==> config.mk <==
export PLATFORM = sky130hd
export DESIGN_NAME = fifo_write_arbiter_flat
export DESIGN_NICKNAME = d
export VERILOG_FILES = /design/src/rtl/fifo_write_arbiter_if.sv /design/src/rtl/fifo_write_arbiter.sv /design/src/flat_wrapper.sv
export SDC_FILE = /design/constraint.sdc
export NUM_CORES = 1
export LEC_CHECK = 0
export ABC_AREA = 1
export CELL_PAD_IN_SITES_DETAIL_PLACEMENT = 0
export CELL_PAD_IN_SITES_GLOBAL_PLACEMENT = 2
export CORE_MARGIN = 10
export CORE_UTILIZATION = 21
export CTS_CLUSTER_DIAMETER = 50
export DETAILED_ROUTE_END_ITERATION = 10
export PLACE_DENSITY_LB_ADDON = 0.1
export SYNTH_ARGS = -nofsm -noshare
export SYNTH_HDL_FRONTEND = slang
export SYNTH_SLANG_ARGS = --single-unit
==> constraint.sdc <==
create_clock -name write_clk -period 1.95 [get_ports write_clk]
set_clock_uncertainty 0.05 [all_clocks]
set_input_delay 0.2925 -clock write_clk [delete_from_list [all_inputs] [get_ports write_clk]]
set_output_delay 0.2925 -clock write_clk [all_outputs]
set_load 0.02 [all_outputs]
==> src/rtl/fifo_write_arbiter_if.sv <==
// Write-port bundle: producer valid/ready/data, FIFO full flag and write strobe.
// slave = arbiter side; master = producers + FIFO side (bench drives it).
interface fifo_write_arbiter_if #(
  parameter int NUM_REQ    = 4,
  parameter int DATA_WIDTH = 8
);
  logic [NUM_REQ-1:0]            req_valid;
  logic [NUM_REQ*DATA_WIDTH-1:0] req_data;
  logic [NUM_REQ-1:0]            req_ready;
  logic                          full;
  logic                          write_en;
  logic [DATA_WIDTH-1:0]         write_data_in;

  modport master (
    output req_valid,
    output req_data,
    output full,
    input  req_ready,
    input  write_en,
    input  write_data_in
  );

  modport slave (
    input  req_valid,
    input  req_data,
    input  full,
    output req_ready,
    output write_en,
    output write_data_in
  );
endinterface

==> src/rtl/fifo_write_arbiter.sv <==
// Round-robin, burst-bounded scheduler for the FIFO write port.
// Ports: write_clk, reset (sync, high), bus (slave), grant_valid/grant_id/write_count.
module fifo_write_arbiter #(
  parameter int NUM_REQ    = 4,
  parameter int DATA_WIDTH = 8,
  parameter int MAX_BURST  = 4
) (
  input  logic                 write_clk,
  input  logic                 reset,
  fifo_write_arbiter_if.slave  bus,
  output logic                 grant_valid,
  output logic [2:0]           grant_id,
  output logic [15:0]          write_count
);

  typedef enum logic {
    IDLE,
    BURST
  } state_t;

  localparam logic [4:0] LAST = 5'(MAX_BURST - 1);
  localparam logic [2:0] RST_ID = 3'(NUM_REQ - 1);

  state_t                state_q;
  logic                  gv_q;
  logic [2:0]            gid_q;
  logic [2:0]            gid_d;
  logic [4:0]            burst_cnt_q;
  logic [15:0]           wcnt_q;

  logic                  g_valid;
  logic [DATA_WIDTH-1:0] g_data;
  logic                  xfer;
  logic                  hi_found;
  logic                  lo_found;
  logic [2:0]            hi_id;
  logic [2:0]            lo_id;

  // Round-robin pick: lowest valid index above the last grant,
  // otherwise wrap to the lowest valid index overall.
  always_comb begin
    hi_found = 1'b0;
    lo_found = 1'b0;
    hi_id    = '0;
    lo_id    = '0;
    for (int i = 0; i < NUM_REQ; i++) begin
      if (bus.req_valid[i]) begin
        if (!hi_found && (3'(i) > gid_q)) begin
          hi_found = 1'b1;
          hi_id    = 3'(i);
        end
        if (!lo_found) begin
          lo_found = 1'b1;
          lo_id    = 3'(i);
        end
      end
    end
    gid_d = hi_found ? hi_id : lo_id;
  end

  // Granted requester's valid/data, and the write-side outputs.
  // Reset gates the strobe so a word in a reset cycle is never written.
  always_comb begin
    g_valid       = 1'b0;
    g_data        = '0;
    bus.req_ready = '0;
    for (int i = 0; i < NUM_REQ; i++) begin
      if (gid_q == 3'(i)) begin
        g_valid = bus.req_valid[i];
        g_data  = bus.req_data[i*DATA_WIDTH +: DATA_WIDTH];
        bus.req_ready[i] = (state_q == BURST) && !bus.full && !reset;
      end
    end
    xfer              = (state_q == BURST) && g_valid && !bus.full && !reset;
    bus.write_en      = xfer;
    bus.write_data_in = xfer ? g_data : '0;
  end

  always_ff @(posedge write_clk) begin
    if (reset) begin
      state_q     <= IDLE;
      gv_q        <= 1'b0;
      gid_q       <= RST_ID;
      burst_cnt_q <= '0;
      wcnt_q      <= '0;
    end else begin
      unique case (state_q)
        IDLE: begin
          if (|bus.req_valid) begin
            state_q     <= BURST;
            gv_q        <= 1'b1;
            gid_q       <= gid_d;
            burst_cnt_q <= '0;
          end
        end
        BURST: begin
          if (!g_valid) begin
            state_q <= IDLE;
            gv_q    <= 1'b0;
          end else if (xfer) begin
            wcnt_q      <= wcnt_q + 16'd1;
            burst_cnt_q <= burst_cnt_q + 5'd1;
            if (burst_cnt_q == LAST) begin
              state_q <= IDLE;
              gv_q    <= 1'b0;
            end
          end
        end
      endcase
    end
  end

  assign grant_valid = gv_q;
  assign grant_id    = gid_q;
  assign write_count = wcnt_q;

endmodule

==> src/flat_wrapper.sv <==
// flat-port wrapper written by rule: the top's interface ports become plain ports
module fifo_write_arbiter_flat 
#(
  parameter int NUM_REQ    = 4,
  parameter int DATA_WIDTH = 8,
  parameter int MAX_BURST  = 4
)
  (write_clk, reset, grant_valid, grant_id, write_count, bus_req_valid, bus_req_data, bus_full, bus_req_ready, bus_write_en, bus_write_data_in);
  fifo_write_arbiter_if #(.NUM_REQ(NUM_REQ), .DATA_WIDTH(DATA_WIDTH)) bus_i ();
  input  logic write_clk;
  input  logic reset;
  output logic grant_valid;
  output logic [2:0] grant_id;
  output logic [15:0] write_count;
  input wire logic [$bits(bus_i.req_valid)-1:0] bus_req_valid;
  input wire logic [$bits(bus_i.req_data)-1:0] bus_req_data;
  input wire logic [$bits(bus_i.full)-1:0] bus_full;
  output wire logic [$bits(bus_i.req_ready)-1:0] bus_req_ready;
  output wire logic [$bits(bus_i.write_en)-1:0] bus_write_en;
  output wire logic [$bits(bus_i.write_data_in)-1:0] bus_write_data_in;
  assign bus_i.req_valid = bus_req_valid;
  assign bus_i.req_data = bus_req_data;
  assign bus_i.full = bus_full;
  assign bus_req_ready = bus_i.req_ready;
  assign bus_write_en = bus_i.write_en;
  assign bus_write_data_in = bus_i.write_data_in;
  fifo_write_arbiter #(.NUM_REQ(NUM_REQ), .DATA_WIDTH(DATA_WIDTH), .MAX_BURST(MAX_BURST)) u_core (.write_clk(write_clk), .reset(reset), .bus(bus_i), .grant_valid(grant_valid), .grant_id(grant_id), .write_count(write_count));
endmodule
==> metrics.log, run 1 <==
INFO  metric run_status = finished clean
INFO  metric synth-seq-cells = 25
INFO  metric route.detailed.wl_per_inst = roughly 14 µm
INFO  metric critPathBufInv = 4
INFO  metric clock_tree.buffer_depth = 2
INFO  metric finish.instance_area = between 0.002 and 0.003 mm²
INFO  metric timing.final.setup_violations = 0
INFO  metric timing.critical_path.slowest_stage_cell = clkdlybuf4s50_1
INFO  metric postPlaceCellArea = 0.00273 mm²
INFO  metric cp_max_fo = 6
INFO  metric cts_inserted_buffers = 3
INFO  metric post-dp-hpwl = approximately 5400 µm
INFO  metric ys_top_cells_by_area = dfxtp_1, nand2_1, a21oi_1, nor2_1, nand3_1
INFO  metric drt_pre_antenna_iters = 5
INFO  metric layout.nets = around 430
INFO  metric rsz0062_at_grt = yes
INFO  metric gp_congestion = about 0.75
INFO  metric first_global_vias = approximately 2100
INFO  metric area.growth.synth_to_final = 59.4%
INFO  metric internal-power = roughly 900 µW
INFO  metric grt_first_pass_wirelength = roughly 11000 µm
INFO  metric maxCapViolations = 0
INFO  metric clkSlewWorstSetupHoldPaths = ~100 ps
INFO  metric netlist_cell_types = 27
INFO  metric floorplan.die.width = ~110 µm
INFO  metric timing.final.max_slew_violations = 0
INFO  metric total_via_count_in_the_routed_design = approximately 2100
INFO  metric ios = 72
INFO  metric switching_power = about 420 µW
INFO  metric postLayoutCoreUtil = about a third
INFO  metric power.share.switching = between 30% and 40%
INFO  metric clk_latency = 270 ps
INFO  metric detail-route-antenna-nets = 0
INFO  metric grt_use_total = 10.3%
INFO  metric port_buffers = 70
INFO  metric period_needed = roughly 1900 ps
INFO  metric routed_wirelength = roughly 6600 µm
INFO  metric period_share = 97.9%
INFO  metric crit_path_cell_trace = clkdlybuf4s50_1 > nand3_2 > nand2_2 > buf_4 > o21bai_4 > buf_6 > a21oi_1 > buf_4
INFO  metric critical_path_source_type = primary input
INFO  metric critPathKind = in2out
INFO  metric placementRows = 33
INFO  metric ant_cells = 0
INFO  metric drive_above_1_share = about 17%
INFO  metric timing.fmax = about 520 MHz
INFO  metric overflow = 0
INFO  metric worst_path_largest_cell_delay = about 450 ps
INFO  metric synth_top_area_share = 28.3%
INFO  metric syn-num-nets = around 330
INFO  metric endpoint_kind = primary output
INFO  metric clockRootBuffer = clkbuf_8
INFO  metric netlist_instances = between 200 and 300
INFO  metric initial_antenna_violation_count = 0
INFO  metric cts_sinks = 25
INFO  metric core_area = about 0.0082 mm²
INFO  metric power.share.combinational = 34.1%
INFO  metric hold_viol = 0
INFO  metric worst_path_most_repeated_cell = buf_4
INFO  metric tritoncts = built
INFO  metric ff2ff_setup_slack = roughly 190 ps
INFO  metric synth_seq_area_share = 28.3%
INFO  metric syn-mean-instance-area = just over 6 µm²
INFO  metric first_iter_violations = 76
INFO  metric critical_path.top_delay_family = buffers and inverters
INFO  metric initial_core_util = approximately 22%
INFO  metric cellPowerDensity = 469 mW/mm²
INFO  metric die_outline_height = ~110 µm
INFO  metric holdCritPathClass = reg2reg
INFO  metric htree_levels = 1
INFO  metric share_seq_of_total_power = between 40% and 50%
INFO  metric route.detailed.drc = 0
INFO  metric post_drt_via_cell_ratio = approximately 4.3
INFO  metric worst_ep_arrival_time = approximately 1600 ps
INFO  metric max-vdd-ir-drop = 0.220 mV
INFO  metric worst-endpoint-required = about 1600 ps
INFO  metric netlist_area = approximately 0.0018 mm²
INFO  metric design.die.area = approximately 0.012 mm²
INFO  metric leakage = around 0.0011 µW
INFO  metric power_frac_clock = 24.6%
INFO  metric largest_area_contributor_in_the_synthesized_netlist = dfxtp_1
INFO  metric number_of_warning_messages_in_the_yosys_log = 0
INFO  metric largest_net_degree_at_the_start_of_global_routing = 23
per-layer routing:
metal  global-route usage, %  vias up  part of all wire [%]
li1                        -     1133                     -
met1                    12.9      903                    47
met2                    17.8       37                    48
met3                    2.42        4                   3.9
met4                    1.37        0                  0.71
met5                       0        -                     0
final cells by class:
type                       instances  area (µm²)
clock inverter                     1        7.51
multi-input combinational        233        1140
inverter                          21        86.3
sequential                        25         509
clock buffer                       3        41.3
fill                             918        5400
tap                              105         131
timing repair buffer             100         902
final timing paths:
kind | endpoint | cells after the start | startpoint
min reg2reg | u_core.burst_cnt_q[0] | 1 | u_core.burst_cnt_q[0]
max reg2reg | u_core.burst_cnt_q[2] | 9 | u_core.grant_id[1]
max | bus_write_data_in[5] | 8 | bus_req_valid[2]
min | u_core.burst_cnt_q[0] | 1 | u_core.burst_cnt_q[0]
cell families (layout without fill, tap and decap cells):
| family | after synthesis | in the layout | share of synthesized area (%) |
|---|---|---|---|
| simple gates | 161 | 161 | 37.7 |
| compound gates | 60 | 60 | 18.7 |
| buf+inv | 32 | 125 | 9.26 |
| flops | 25 | 25 | 28.3 |
| xor+xnor | 9 | 9 | 4.46 |
| fa+ha+maj | 2 | 2 | 1.41 |
| other cells | 1 | 1 | 0.212 |
registers in the layout, indices dropped and copies added (netlist names):
register            count
u_core.state_q          1
u_core.burst_cnt_q      5
u_core.write_count     16
u_core.grant_valid      1
u_core.grant_id         2
worst reg2reg max path: cells and delay by family (launching register included):
family	cells	cell delay (ps)
flip-flops	1	410
AO/OA/AOI/OAI	2	290
buffers and inverters	3	490
AND/OR/NAND/NOR	4	410
metrics by stage:
| step | instances | worst slack (ps) | hold WS [ps] | setup TNS, ps | total power, µW |
|---|---|---|---|---|---|
| after CTS | 489 | -10.1 | 450 | -10.1 | 1330 |
| after detailed placement | 483 | -485 | 427 | -5040 | 984 |
| after global routing | 488 | -50.5 | 488 | -113 | 1420 |
| final | 488 | 40.6 | 447 | 0 | 1320 |
| after global placement | 483 | -453 | 416 | -4960 | 989 |
| after floorplan | 290 | -35.2 | 397 | -106 | 746 |
Yosys cell counts:
library cell and instances:
nand2_1 89, nor2_1 35, a21oi_1 31, dfxtp_1 25, nand3_1 22, inv_1 20
o21ai_0 20, buf_6 5, nand4_1 5, xor2_1 5, xnor2_1 4, clkbuf_1 3
nor2_2 3, nor3_1 3, o21ai_1 3, buf_2 2, ha_1 2, nand2_2 2
o211ai_1 2, o221ai_1 2, a21oi_2 1, buf_4 1, conb_1 1, inv_2 1
nand3b_1 1, o21bai_4 1, or2_2 1
cells in the final DEF, fill, tap and decap left out, types with 2 or more instances in the layout:
master / netlist / routed
buf_6: 5 / 3
clkbuf_2: 0 / 2
o21ai_1: 3 / 7
nand4_1: 5 / 5
clkdlybuf4s50_1: 0 / 56
o21ai_0: 20 / 15
nor2_2: 3 / 4
nor3_1: 3 / 3
ha_1: 2 / 2
nand2_2: 2 / 5
nor2_1: 35 / 33
clkbuf_8: 0 / 3
xor2_1: 5 / 5
buf_2: 2 / 2
nand2_1: 89 / 86
nand3_2: 0 / 2
o211ai_1: 2 / 2
dfxtp_1: 25 / 22
xnor2_1: 4 / 4
nand3_1: 22 / 20
inv_1: 20 / 19
a21oi_1: 31 / 31
buf_4: 1 / 33
dfxtp_4: 0 / 2
dlygate4sd2_1: 0 / 2
timing repair:
action                                  CTS  global route
hold buffers                              0             0
pin swaps                                 0             4
endpoints found under the setup margin   13            16
setup buffers                             2             0
resized for setup                        45            32
power groups by stage:
stage / Sequential, µW / Clock (µW) / Combinational [µW]
final: 546 / 325 / 451
after global routing: 549 / 371 / 498
after CTS: 541 / 357 / 436
after detailed placement: 552 / 0 / 432
after global placement: 551 / 0 / 437
after floorplan: 558 / 0 / 188
No activity file was read; power rests on OpenSTA's default activity.
==> run 2, diff against run 1 <==
Settings changed: SETUP_SLACK_MARGIN set to 0.4.
==> run 2 against run 1 <==
Against the previous run:
- clock-buffer cell count is the same
- combinational power grew 33%
- register-to-register slack about the same
- clock power rose by 2%
- worst setup slack got worse by 15 ps
- critical path depth is the same
- routed wire length rose by 6.7%
- total power rose by 12%
- final area rose by 17%
- die area unchanged
- critical endpoint is now bus_write_data_in[1]
- largest cell class unchanged
==> metrics.log, run 2 (synthesized netlist as in run 1, its figures left out) <==
INFO  metric maxCapViolations = 0
INFO  metric htree_levels = 1
INFO  metric worst_path_largest_cell_delay = 400 ps
INFO  metric run_status = finished clean
INFO  metric grt_most_used_layer = met2
INFO  metric clkSlewWorstSetupHoldPaths = 100 ps
INFO  metric placementRows = 33
INFO  metric initial_antenna_violation_count = 0
INFO  metric ios = 72
INFO  metric largest_register_ffs = 16
INFO  metric endpoint_kind = primary output
INFO  metric timing.final.max_slew_violations = 0
INFO  metric route.detailed.wl_per_inst = 14.0 µm
INFO  metric area.growth.synth_to_final = 87.1%
INFO  metric drt_pre_antenna_iters = 4
INFO  metric floorplan.die.width = between 100 and 150 µm
INFO  metric globalRouteMet2Util = 19.6%
INFO  metric rsz0062_at_grt = yes
INFO  metric route.detailed.drc = 0
INFO  metric holdCritPathClass = reg2reg
INFO  metric worst_setup_path_startpoint = u_core.grant_id[1]
INFO  metric first_global_vias = about 2200
INFO  metric die_outline_height = 112 µm
INFO  metric met3_usage = roughly 2.2%
INFO  metric grt_use_total = 11.0%
INFO  metric commonest_non_fill_non_tap_cells_in_the_layout = nand2_1, buf_4, clkdlybuf4s50_1, nor2_1, dfxtp_1
INFO  metric tot_pwr = approximately 1500 µW
INFO  metric power.share.combinational = approximately 40%
INFO  metric timing.final.setup_violations = 0
INFO  metric ant_cells = 0
INFO  metric cts_sinks = 25
INFO  metric worst_path_most_repeated_cell = buf_6
INFO  metric period_needed = between 1500 and 2000 ps
INFO  metric clk_latency = roughly 280 ps
INFO  metric critical_path.top_delay_family = buffers and inverters
INFO  metric nFillCells = between 900 and 1000
INFO  metric layout.nets = about 440
INFO  metric hold_viol = 0
INFO  metric power.share.switching = between 30% and 40%
INFO  metric cp_max_fo = 6
INFO  metric max-vdd-ir-drop = 0.245 mV
INFO  metric clock_tree.buffer_depth = 2
INFO  metric final.setup.tns = 0 ps
INFO  metric worst_ep_arrival_time = 1580 ps
INFO  metric postLayoutCoreUtil = 40.3%
INFO  metric gp_congestion = just over 0.7
INFO  metric clockRootBuffer = clkbuf_8
INFO  metric tritoncts = built
INFO  metric switching_power = 505 µW
INFO  metric cts_inserted_buffers = 3
INFO  metric initial_core_util = between 20% and 30%
INFO  metric power_frac_clock = between 20 and 25%
INFO  metric internal-power = 975 µW
INFO  metric grt_first_pass_wirelength = roughly 12000 µm
INFO  metric first_iter_violations = between 50 and 60
INFO  metric timing.hold.ws = 446 ps
INFO  metric timing.critical_path.slowest_stage_cell = dfxtp_4
INFO  metric critical_path_source_type = register
INFO  metric leakage = 0.00132 µW
INFO  metric port_buffers = 70
INFO  metric core_area = 0.00822 mm²
INFO  metric post_drt_via_cell_ratio = 4.39
INFO  metric critPathKind = reg2out
INFO  metric most_common_cell_after_layout_fill_and_taps_aside = nand2_1
INFO  metric post-dp-hpwl = between 5000 and 6000 µm
INFO  metric largest_net_degree_at_the_start_of_global_routing = 22
INFO  metric timing.hold.worst.start = u_core.write_count[15]
INFO  metric crit_path_cell_trace = buf_6 > nand3_4 > nand2_4 > buf_4 > o21bai_4 > buf_6 > a21oi_4 > buf_6
INFO  metric critPathBufInv = 4
INFO  metric grt.met1_usage = 13.6%
INFO  metric worst-endpoint-required = ~1600 ps
INFO  metric overflow = 0
INFO  metric cellPowerDensity = roughly 450 mW/mm²
INFO  metric period_share = a little over nine tenths
INFO  metric detail-route-antenna-nets = 0
INFO  metric share_seq_of_total_power = a little under two fifths
INFO  metric total_via_count_in_the_routed_design = approximately 2200
INFO  metric routed_wirelength = ~7100 µm
INFO  metric design.die.area = between 0.01 and 0.015 mm²
INFO  metric drive_above_1_share = 30.8%
INFO  metric timing.fmax = about 520 MHz
INFO  metric timing.rr.start = u_core.grant_id[1]
-- run 2: changes by cell type in the layout (fill, tap and decap cells not counted), sizes merged --
| cell | before | now |
|---|---|---|
| buf | 38 | 61 |
| clkbuf | 5 | 3 |
| clkdlybuf4s50 | 56 | 34 |
| clkinv | 0 | 1 |
| dlygate4sd2 | 2 | 21 |
| dlymetal6s2s | 1 | 0 |
| inv | 21 | 20 |
-- run 2: worst reg2reg max path: stages, from the launching register on --
cell	delay, ps
dfxtp_4	400
buf_6	130
nand3_4	60
nand2_4	50
buf_4	130
o21bai_4	210
buf_6	150
buf_8	120
buf_6	110
buf_16	110
nand3_2	60
a21oi_2	120
-- run 2: routing by layer --
layer	routed length [µm]	up-vias
met2	3630	31
met4	29	0
met1	3210	1012
met3	202	2
li1	-	1174
met5	0	-
-- run 2: path summary, 6_finish.rpt --
kind | to | cells after the start | slack, ps
worst min-delay path | u_core.write_count[15] | 2 | 450
worst max-delay path | bus_write_data_in[1] | 8 | 30
worst max register to register | u_core.burst_cnt_q[1] | 11 | 190
worst min register to register | u_core.write_count[15] | 2 | 450
-- run 2: area by class of cell --
cell class              count  area (µm²)  share of cell area (%)
repair buffers            117        1170                    35.3
well taps                 105         131                    3.97
multi-input cells         233        1370                    41.3
clock inverters             1        5.00                   0.151
inverters                  21        87.6                    2.65
clock buffers               3        41.3                    1.25
flip-flops and latches     25         509                    15.4
-- run 2: power by group through the flow --
stage	Combinational [µW]	Sequential (µW)	Clock (µW)
global route	650	555	369
detailed placement	506	561	0
CTS	571	549	355
global placement	508	561	0
floorplan	243	563	0
finish	599	550	331
-- run 2: timing repair --
item / in CTS / in global routing
gates resized for setup: 135 / 27
hold buffers: 0 / 0
endpoints found under the setup margin: 55 / 38
hold endpoints to repair: 0 / 0
cloned: 2 / 0
pin swaps: 11 / 4
setup buffers: 10 / 5
-- run 2: through the flow --
step / cell area, µm² / instances / setup slack, ps
after floorplan: 1930 / 290 / 257
after global placement: 2950 / 484 / -498
after detailed placement: 2950 / 484 / -509
after CTS: 3200 / 500 / -7.09
after global routing: 3310 / 505 / -75.8
final: 3310 / 505 / 26.1
